--- src/rtl/gift_manager.sv ---
// Multi-slot power-up engine: spawns random gifts at broken bricks, drops them
// once per frame, and reports paddle catches to the game FSM one per cycle.
module gift_manager #(
  parameter int          N_SLOTS      = 4,
  parameter int          X_W          = 10,
  parameter int          SCREEN_H     = 480,
  parameter int          GIFT_W       = 16,
  parameter int          GIFT_H       = 8,
  parameter int          PD_W         = 64,
  parameter int          PD_H         = 10,
  parameter int          FALL_STEP    = 2,
  parameter int          SPAWN_THRESH = 8,
  parameter logic [15:0] SEED         = 16'hACE1
) (
  input  logic                   clock,
  input  logic                   reset,
  input  logic                   frame_tick,
  input  logic                   brick_hit,
  input  logic [X_W-1:0]         hit_x,
  input  logic [X_W-1:0]         hit_y,
  input  logic                   lost,
  input  logic [X_W-1:0]         paddle_x,
  input  logic [X_W-1:0]         paddle_y,
  output logic [N_SLOTS-1:0]     slot_active,
  output logic [3*N_SLOTS-1:0]   slot_kind,
  output logic [X_W*N_SLOTS-1:0] slot_x,
  output logic [X_W*N_SLOTS-1:0] slot_y,
  output logic                   catch_valid,
  output logic [2:0]             catch_kind
);

  typedef enum logic [1:0] {
    S_FREE   = 2'd0,
    S_FALL   = 2'd1,
    S_CAUGHT = 2'd2
  } slot_state_e;

  // Geometry is evaluated one bit wider than the coordinates so sums never wrap.
  localparam int            CW         = X_W + 1;
  localparam logic [CW-1:0] C_GIFT_W   = CW'(GIFT_W);
  localparam logic [CW-1:0] C_GIFT_H   = CW'(GIFT_H);
  localparam logic [CW-1:0] C_PD_W     = CW'(PD_W);
  localparam logic [CW-1:0] C_PD_H     = CW'(PD_H);
  localparam logic [CW-1:0] C_STEP     = CW'(FALL_STEP);
  localparam logic [CW-1:0] C_SCREEN_H = CW'(SCREEN_H);
  localparam logic [5:0]    C_THRESH   = 6'(SPAWN_THRESH);
  localparam logic [15:0]   LFSR_TAPS  = 16'hB400;

  slot_state_e    r_state [N_SLOTS];
  slot_state_e    w_state_n [N_SLOTS];
  logic [2:0]     r_kind [N_SLOTS];
  logic [2:0]     w_kind_n [N_SLOTS];
  logic [X_W-1:0] r_x [N_SLOTS];
  logic [X_W-1:0] w_x_n [N_SLOTS];
  logic [X_W-1:0] r_y [N_SLOTS];
  logic [X_W-1:0] w_y_n [N_SLOTS];

  logic [15:0]    r_lfsr;
  logic [15:0]    w_lfsr_n;
  logic           r_catch_valid;
  logic           w_catch_valid_n;
  logic [2:0]     r_catch_kind;
  logic [2:0]     w_catch_kind_n;

  logic                 w_spawn_req;
  logic [N_SLOTS-1:0]   w_spawn_gnt;
  logic [N_SLOTS-1:0]   w_report_gnt;
  logic [CW-1:0]        w_y_step [N_SLOTS];
  logic [N_SLOTS-1:0]   w_hit_paddle;
  logic [N_SLOTS-1:0]   w_hit_floor;

  // Right-shifting Galois LFSR; a nonzero seed keeps it off the all-zero state.
  always_comb begin
    w_lfsr_n = {1'b0, r_lfsr[15:1]} ^ (r_lfsr[0] ? LFSR_TAPS : 16'h0000);
  end

  always_comb begin
    for (int i = 0; i < N_SLOTS; i++) begin
      w_y_step[i]     = {1'b0, r_y[i]} + C_STEP;
      w_hit_paddle[i] = ({1'b0, r_x[i]} < ({1'b0, paddle_x} + C_PD_W)) &&
                        (({1'b0, r_x[i]} + C_GIFT_W) > {1'b0, paddle_x}) &&
                        (w_y_step[i] < ({1'b0, paddle_y} + C_PD_H)) &&
                        ((w_y_step[i] + C_GIFT_H) > {1'b0, paddle_y});
      w_hit_floor[i]  = (w_y_step[i] + C_GIFT_H) >= C_SCREEN_H;
    end
  end

  // One-hot grants: lowest FREE slot takes a spawn, lowest CAUGHT slot reports.
  always_comb begin
    logic spawn_taken;
    logic report_taken;
    w_spawn_req  = brick_hit && !lost && ({1'b0, r_lfsr[4:0]} < C_THRESH);
    w_spawn_gnt  = '0;
    w_report_gnt = '0;
    spawn_taken  = 1'b0;
    report_taken = 1'b0;
    for (int i = 0; i < N_SLOTS; i++) begin
      if (!spawn_taken && r_state[i] == S_FREE) begin
        w_spawn_gnt[i] = w_spawn_req;
        spawn_taken    = 1'b1;
      end
      if (!report_taken && r_state[i] == S_CAUGHT) begin
        w_report_gnt[i] = 1'b1;
        report_taken    = 1'b1;
      end
    end
  end

  // NOTE: every output of this block is given a default before any branch, so no latches are inferred.
  always_comb begin
    w_catch_valid_n = 1'b0;
    w_catch_kind_n  = r_catch_kind;
    for (int i = 0; i < N_SLOTS; i++) begin
      w_state_n[i] = r_state[i];
      w_kind_n[i]  = r_kind[i];
      w_x_n[i]     = r_x[i];
      w_y_n[i]     = r_y[i];
      if (lost) begin
        w_state_n[i] = S_FREE;
      end else begin
        case (r_state[i])
          S_FREE: begin
            if (w_spawn_gnt[i]) begin
              w_state_n[i] = S_FALL;
              w_kind_n[i]  = r_lfsr[7:5];
              w_x_n[i]     = hit_x;
              w_y_n[i]     = hit_y;
            end
          end
          S_FALL: begin
            if (frame_tick) begin
              if (w_hit_paddle[i]) begin
                w_state_n[i] = S_CAUGHT;
                w_y_n[i]     = w_y_step[i][X_W-1:0];
              end else if (w_hit_floor[i]) begin
                w_state_n[i] = S_FREE;
              end else begin
                w_y_n[i]     = w_y_step[i][X_W-1:0];
              end
            end
          end
          S_CAUGHT: begin
            if (w_report_gnt[i]) begin
              w_state_n[i]    = S_FREE;
              w_catch_valid_n = 1'b1;
              w_catch_kind_n  = r_kind[i];
            end
          end
          default: w_state_n[i] = S_FREE;
        endcase
      end
    end
  end

  // NOTE: the per-slot arrays are a handful of flops, not a RAM, so they take the reset like any register.
  always_ff @(posedge clock) begin
    if (reset) begin
      r_lfsr        <= SEED;
      r_catch_valid <= 1'b0;
      r_catch_kind  <= 3'd0;
      for (int i = 0; i < N_SLOTS; i++) begin
        r_state[i] <= S_FREE;
        r_kind[i]  <= 3'd0;
        r_x[i]     <= '0;
        r_y[i]     <= '0;
      end
    end else begin
      // NOTE: non-blocking assignments so every flop samples pre-edge values.
      r_lfsr        <= w_lfsr_n;
      r_catch_valid <= w_catch_valid_n;
      r_catch_kind  <= w_catch_kind_n;
      for (int i = 0; i < N_SLOTS; i++) begin
        r_state[i] <= w_state_n[i];
        r_kind[i]  <= w_kind_n[i];
        r_x[i]     <= w_x_n[i];
        r_y[i]     <= w_y_n[i];
      end
    end
  end

  for (genvar g = 0; g < N_SLOTS; g++) begin : g_pack
    assign slot_active[g]          = (r_state[g] == S_FALL);
    assign slot_kind[3*g +: 3]     = r_kind[g];
    assign slot_x[X_W*g +: X_W]    = r_x[g];
    assign slot_y[X_W*g +: X_W]    = r_y[g];
  end

  assign catch_valid = r_catch_valid;
  assign catch_kind  = r_catch_kind;

endmodule

--- config.mk ---
export PLATFORM = sky130hd
export DESIGN_NAME = gift_manager
export DESIGN_NICKNAME = d
export VERILOG_FILES = /design/src/rtl/gift_manager.sv
export SDC_FILE = /design/constraint.sdc
export NUM_CORES = 1
export LEC_CHECK = 0
export ABC_AREA = 1
export BUFFER_PORTS_ARGS = -buffer_cell sky130_fd_sc_hd__buf_2
export CELL_PAD_IN_SITES_DETAIL_PLACEMENT = 0
export CELL_PAD_IN_SITES_GLOBAL_PLACEMENT = 1
export CORE_AREA = 2 2 172 174
export CTS_CLUSTER_DIAMETER = 200
export DETAILED_ROUTE_END_ITERATION = 16
export DIE_AREA = 0 0 174 176
export PLACE_DENSITY = 0.84
export SLEW_MARGIN = 20
export SYNTH_ARGS = -nofsm -noshare
export SYNTH_HDL_FRONTEND = slang
export SYNTH_SLANG_ARGS = --single-unit
--- constraint.sdc ---
create_clock -name clock -period 3 [get_ports clock]
set_clock_uncertainty 0.1 [all_clocks]
set_input_delay 0.45 -clock clock [delete_from_list [all_inputs] [get_ports clock]]
set_output_delay 0.45 -clock clock [all_outputs]
set_load 0.03 [all_outputs]
==> metrics, run 1 <==
status completed; Core ar. 28550 µm²; Congestion Overflow GR 0; dpl cell area about 13000 µm²; unrepaired setup endpoints after global routing true; Post-route DRC 0; dominant cell type by area after synthesis dfxtp_1; I/O pins about 150; I/O Buffers 144; Chip Width 174 µm; f_max roughly 340 MHz; Worst setup EP type flop; final setup vio count 0; cells after synthesis about 1.7k; most frequent cells in the layout nand2_1 (375), inv_1 (233), buf_4 (147), buf_2 (144), nor2_1 (143); hold_buf cts 0; ANT nets after route 0; Clock transition at path regs around 0.070 ns; H-tree depth 4; CP Class flop to flop; initial antenna violation count 1; post-DP HPWL 28.03 mm; Peak VDD IR 0.0002815 V; post-synth top area share 22.30%; arrival time at the worst endpoint between 3 and 4 ns; Post-synth EDFFs 0; GP Congestion around 0.9; P_leak just under 8 nW; commonest non-fill, non-tap cell in the layout nand2_1; Chip Height 176 µm; vias in the first global route 10.80k; Max Cap Viol 0; sum of negative setup slack 0 ns; Starting Density between 30 and 40%; final hold slack 0.2034 ns; CTS tree yes; FF+latch count, synth 120; Tightest Hold Check Type input pin to flop; area grow syn2layout 37.72%; Placement Setup Slack -0.2346 ns; synth warn 0; Root Buffer clkbuf_16; Mapped Avg Cell Area around 6.3 µm²; Fin. Hold Viols 0; std cell rows 62; sequential fraction of the synthesis area 22.30%; CTS Buf Count 17; First DRT Iteration DRCs approximately 680; pwr/cell area between 300 and 400 nW/µm²; post-layout min period between 2 and 3 ns; Slew Limit Fails 0; Distinct cells, synth 38; Synthesized Nets about 1.9k; Worst slew margin 30.87%; # clock sinks 120; die area roughly 31000 µm²; Worst EP required around 3.3 ns; final wirelength approximately 37 mm; nets around 2.2k; WL per Instance between 15 and 20 µm; drt pass-1 iters 7; clock latency at the later pin of the worst-skew pair ~0.43 ns; Final Util about half; first-pass GRT wire length about 56 mm; pin count of the biggest net entering global routing 50; worst-path fanout max 3; Post-Syn Area roughly 11000 µm²; fraction of layout cells with a size suffix above 1 28.80%; ANT cells 0; actual slew at the worst max-slew pin approximately 1.0 ns; Longest Clk Path Bufs 2; Avg Vias per Cell 5.020; GR Util All Layers 23.20%; Worst setup SP type flop; top post-synthesis cells by area dfxtp_1 (22%), ha_1 (18%), nand2_1 (16%), inv_1 (8.6%), nor2_1 (6.2%); ys async rst share 0%; Synth Flop Type dfxtp_1; fin area between 10000 and 15000 µm²; Via Count roughly 12k; Final WS setup ~0.018 ns; period utilization 99.42%
critical path, stage by stage, from the launching register on:
cell and delay [ns]:
dfxtp_4 0.36, buf_4 0.12, nand3_4 0.09, nand2_1 0.14
nand2_4 0.08, ha_4 0.17, buf_4 0.12, inv_1 0.05
nand2_1 0.06, nand2_1 0.09, inv_2 0.05, ha_4 0.21
nand2_4 0.08, inv_1 0.04, nand2_1 0.05, nand2_1 0.05
nand2_1 0.08, nand3_1 0.08, nand2_1 0.06, nand2_1 0.04
nand2_1 0.05, nand2_1 0.07, nand2_2 0.09, nand3_4 0.15
buf_6 0.17, nand3b_1 0.07, nand2_1 0.06, nor2_1 0.11
metal layers:
metal  global-route usage, %  wire [µm]  part of all wire (%)
met1                   30.38      16730                    45
met2                   38.96      17440                    47
met3                   4.027       2085                   5.6
met4                   7.248        964                   2.6
met5                       0         13                 0.035
cell type report:
class	instances	area (µm²)
repair buffers	305	1999
clock buffers	19	442.9
well taps	384	480.5
fillers	2871	13710
clock inverters	13	141.4
flip-flops and latches	120	2444
inverters	251	947.2
multi-input cells	1306	8379
per-stage QoR:
stage               power, mW  cells
global placement        2.313   2343
CTS                     4.429   2382
global route            4.634   2398
floorplan               2.060   1707
finish                  4.475   2398
detailed placement      2.326   2343
Yosys cell counts (3+ instances only):
cell type and number:
nand4_1 36, nor3_4 3, nand2_1 457, nor3_1 20, dfxtp_1 120, clkbuf_1 27, ha_1 158, nor2_2 3
nand3_2 4, xnor2_1 5, nand3b_1 11, nor2_1 179, xor2_1 25, o21ai_0 107, nand2_2 8, a21oi_1 129
or2_2 6, a31oi_1 4, inv_1 248, buf_4 3, a21o_1 15, o2111ai_1 3, nand3_1 113
what timing repair did:
action                                 CTS  global route
setup endpoints to repair               41            44
setup buffers                            5            14
resized for setup                       42           225
pin swaps                               18            96
gates cloned                             2             2
endpoints found under the hold margin    0             0
kinds of logic after synthesis:
logic type,after synthesis,synth area share [%]
compound gates,264,12.92
xor+xnor,30,2.439
simple gates,848,33.60
buf+inv,285,10.20
fa+ha+maj,158,18.35
flops,120,22.30
mux,2,0.1859
flip-flops by register name, summed over array words and instances (netlist names):
| signal | flops |
|---|---|
| catch_kind | 3 |
| catch_valid | 1 |
| r_state | 8 |
| r_x | 40 |
| r_kind | 12 |
| r_lfsr | 16 |
| r_y | 40 |
power breakdown:
part           total, mW  internal, mW  switching [mW]
Clock               2.12          1.25           0.865
Combinational      0.715         0.257           0.458
Sequential          1.64          1.62          0.0256
Total               4.48          3.13            1.35
worst paths after layout:
check,cells past startpoint,from,slack (ns),to
setup / recovery,27,r_y[0][2]$_SDFFE_PP0P_,0.02,r_y[0][1]$_SDFFE_PP0P_
hold / removal,3,hit_x[3],0.20,r_x[0][3]$_SDFFE_PP0P_
setup reg to reg,27,r_y[0][2]$_SDFFE_PP0P_,0.02,r_y[0][1]$_SDFFE_PP0P_
hold reg to reg,2,r_lfsr[9]$_SDFF_PP0_,0.31,r_lfsr[8]$_SDFF_PP0_
Note: power is estimated with default switching activity, not from simulation.
==> inputs of run 2 (changes only) <==
--- a/config.mk
+++ b/config.mk
@@ -5,15 +5,14 @@
 export SDC_FILE = /design/constraint.sdc
 export NUM_CORES = 1
 export LEC_CHECK = 0
-export ABC_AREA = 1
 export BUFFER_PORTS_ARGS = -buffer_cell sky130_fd_sc_hd__buf_2
 export CELL_PAD_IN_SITES_DETAIL_PLACEMENT = 0
 export CELL_PAD_IN_SITES_GLOBAL_PLACEMENT = 1
-export CORE_AREA = 2 2 172 174
+export CORE_AREA = 2 2 168 170
 export CTS_CLUSTER_DIAMETER = 200
 export DETAILED_ROUTE_END_ITERATION = 16
-export DIE_AREA = 0 0 174 176
-export PLACE_DENSITY = 0.84
+export DIE_AREA = 0 0 170 172
+export PLACE_DENSITY = 0.82
 export SLEW_MARGIN = 20
 export SYNTH_ARGS = -nofsm -noshare
 export SYNTH_HDL_FRONTEND = slang
==> run 2 against run 1 <==
Against the previous run: the flow now finishes with violations (negative setup slack); non-clock buffer count increased by 150; highest routed layer is now met4; synthesized cell count decreased by 20%; combinational power decreased by 4.1%; first-iteration DRC count increased by 36%.
==> metrics, run 2 <==
commonest non-fill, non-tap cell in the layout buf_4; Power Total 4.509 mW (+0.75%); ANT cells 0 (unchanged); Net Sw Frac 27.31% (-2.8 points); GR Util All Layers 28.09% (+4.9 points); critical path startpoint r_y[1][2]$_SDFFE_PP0P_; ys async rst share 0% (unchanged); first-pass GRT wire length 63.49 mm (+13%); Final Util 56.45% (+4.5 points); sequential fraction of the synthesis area 22.82% (+0.52 points); period utilization 120.6% (+21 points); Starting Density 38.31% (+0.58 points); fraction of layout cells with a size suffix above 1 37.58% (+8.8 points); First DRT Iteration DRCs 919 (+36%); Post-route DRC 0 (unchanged); FF+latch count, synth 120 (unchanged); nets 1982 (-10%); Worst setup SP type flop; Final WS setup -0.6169 ns (-0.6344 ns); I/O Buffers 144 (unchanged); most frequent cells in the layout buf_4 (296), nand2_1 (183), ha_1 (149), buf_2 (143), a21oi_1 (117); Fin. Hold Viols 0 (unchanged); f_max 276.5 MHz (-18%); ANT nets after route 0 (unchanged); drt pass-1 iters 8 (+1); std cell rows 61 (-1.6%); top post-synthesis cells by area dfxtp_1 (23%), ha_1 (19%), nand2_1 (6.8%), a21oi_1 (6.0%), xnor2_1 (4.3%); P_int 3.277 mW (+4.8%); H-tree depth 4 (unchanged); CTS tree yes; Worst R2R Path Depth 14 (-48%); reg2reg setup slack -0.62 ns (-0.63 ns); area grow syn2layout 47.34%; initial antenna violation count 1 (unchanged); Clock transition at path regs 0.06 ns (about the same); Root Buffer clkbuf_16; WL per Instance 19.33 µm (+25%); cells after synthesis 1361 (-20%); dominant cell type by area after synthesis dfxtp_1; Avg Vias per Cell 5.591 (+11%); unrepaired setup endpoints after global routing true; Mapped Avg Cell Area 7.734 µm² (+23%); Top Registers r_x (40), r_y (40), r_lfsr (16); Core ar. 27480 µm² (-3.8%); Distinct cells, synth 93 (+140%); Chip Height 172 µm (-2.3%); die area 29240 µm² (-4.5%); Longest Clk Path Bufs 2 (unchanged); clock latency at the later pin of the worst-skew pair 0.44 ns (about the same); Chip Width 170 µm (-2.3%); Post-Syn Area 10530 µm² (-2.3%); fin area 15510 µm² (+4.6%); pwr/cell area 290.7 nW/µm² (-3.6%); Congestion Overflow GR 0 (unchanged); post-synth top area share 22.82% (+0.52 points); CTS Buf Count 17 (unchanged); I/O pins 145 (unchanged); Worst EP required 3.22 ns (-0.03 ns); fillers 2507 (-13%); actual slew at the worst max-slew pin 0.6874 ns (-0.3439 ns); final wirelength 41.32 mm (+11%); Flop pwr share 36.2% (-0.5 points); synth cell count leaders nand2_1 (191), ha_1 (158), a21oi_1 (126); Max Cap Viol 0 (unchanged); Via Count 11.95k (-0.76%); Slew Limit Fails 0 (unchanged); P_leak 7.228 nW (-8.1%); synth warn 0 (unchanged); vias in the first global route 11.59k (+7.2%); Post-synth EDFFs 0 (unchanged); Worst setup EP type flop; status finished with violations; FF-to-FF End r_y[1][9]$_SDFFE_PP0P_; post-layout min period 3.617 ns (+0.6344 ns); pin count of the biggest net entering global routing 57 (+14%); Tightest Hold Check Type input pin to flop; dpl cell area 14050 µm² (+8.4%); Peak VDD IR 0.0004110 V (+46%); GP Congestion 0.9758 (+9.3%); violated checks negative setup slack; CP Class flop to flop; worst setup path endpoint r_y[1][9]$_SDFFE_PP0P_; P_sw 1.231 mW (-8.7%); R2R Path Start r_y[1][2]$_SDFFE_PP0P_; combinational power share 15.2% (-0.8 points); Synth Flop Type dfxtp_1; Synthesized Nets 1564 (-18%); arrival time at the worst endpoint 3.84 ns (+0.61 ns); # clock sinks 120 (unchanged); most common cell in the netlist nand2_1; clock power share 48.5% (+1.2 points); hold_buf cts 0 (unchanged); Worst slew margin 54.08% (+23 points); post-DP HPWL 31.60 mm (+13%); worst-path fanout max 6 (+3); final setup vio count 44 (+44); final hold slack 0.1884 ns (-0.01503 ns)
run 2: cell types whose count changed in the layout (fill, tap and decap cells not counted), sizes merged, moves of 20 or more:
cell | before | now
nand4 | 36 | 16
inv | 255 | 76
buf | 305 | 455
o21ai | 109 | 57
xnor2 | 5 | 55
nand3 | 117 | 44
nor2 | 183 | 101
nand2 | 470 | 191
o211ai | 0 | 21
nand2b | 0 | 21
run 2: cell families (layout without fill, tap and decap cells):
logic type                 Yosys count  in the layout  synth area share, %
and+or+nand+nor                    521            521                24.17
AOI/OAI and AO/OA                  344            345                21.70
muxes                               14             14                1.331
buffers and inverters              132            561                4.992
DFF                                120            120                22.82
xor gates and xnor gates            72             72                6.205
adders and majority gates          158            158                18.78
run 2: worst max-delay path: stages, from the launching register on:
cell	delay (ns)
dfxtp_4	0.38
ha_4	0.18
inv_4	0.04
or4_4	0.55
xnor2_4	0.18
xnor2_2	0.14
ha_1	0.33
a21oi_2	0.16
o21ai_1	0.07
or3_1	0.32
a211o_1	0.30
a41oi_2	0.20
or3_4	0.21
nor2_1	0.05
a2111oi_1	0.29
run 2: timing repair:
item	CTS	global route
pin swaps	44	27
endpoints found under the setup margin	44	44
gates resized for setup	73	53
buffers inserted	14	9
cloned	1	0
run 2: final cells by class:
cell class	instances	area, µm²	area share [%]
repair buffers	455	3162	20.39
multi-input cells	1110	8537	55.04
clock buffers	22	516.7	3.332
flip-flops and latches	120	2469	15.92
inverters	75	286.5	1.847
clock inverters	9	106.4	0.6857
well taps	346	432.9	2.791
run 2: stage by stage:
step                setup TNS (ns)  setup slack, ns  instances
floorplan                   -16.70          -0.6454       1361
global placement            -19.95          -0.6365       2085
detailed placement          -23.67          -0.7695       2085
CTS                         -17.87          -0.5399       2131
global route                -28.00          -0.7774       2137
finish                      -20.68          -0.6169       2137
run 2: how the worst min path moves through the flow:
| stage | startpoint | to | slack, ns | cells after the start |
|---|---|---|---|---|
| after floorplan | r_lfsr[1]$_SDFF_PP0_ | r_lfsr[0]$_SDFF_PP1_ | 0.29 | 1 |
| after global placement | r_lfsr[1]$_SDFF_PP0_ | r_lfsr[0]$_SDFF_PP1_ | 0.29 | 1 |
| after detailed placement | r_lfsr[1]$_SDFF_PP0_ | r_lfsr[0]$_SDFF_PP1_ | 0.30 | 1 |
| after CTS | hit_y[0] | r_y[0][0]$_SDFFE_PP0P_ | 0.19 | 3 |
| after global routing | hit_y[0] | r_y[0][0]$_SDFFE_PP0P_ | 0.19 | 3 |
| final | hit_y[0] | r_y[2][0]$_SDFFE_PP0P_ | 0.19 | 3 |
run 2: power groups by stage:
stage | Combinational, mW | Clock [mW] | Sequential [mW]
after floorplan | 0.318 | 0 | 1.69
after global placement | 0.634 | 0 | 1.67
after detailed placement | 0.648 | 0 | 1.67
after CTS | 0.665 | 2.21 | 1.63
after global routing | 0.747 | 2.28 | 1.64
final | 0.686 | 2.19 | 1.63
run 2: per-layer routing:
metal,wire (µm),track usage [%]
met1,18200,36.82
met2,19440,47.29
met3,2463,4.257
met4,1205,9.476
met5,0,0
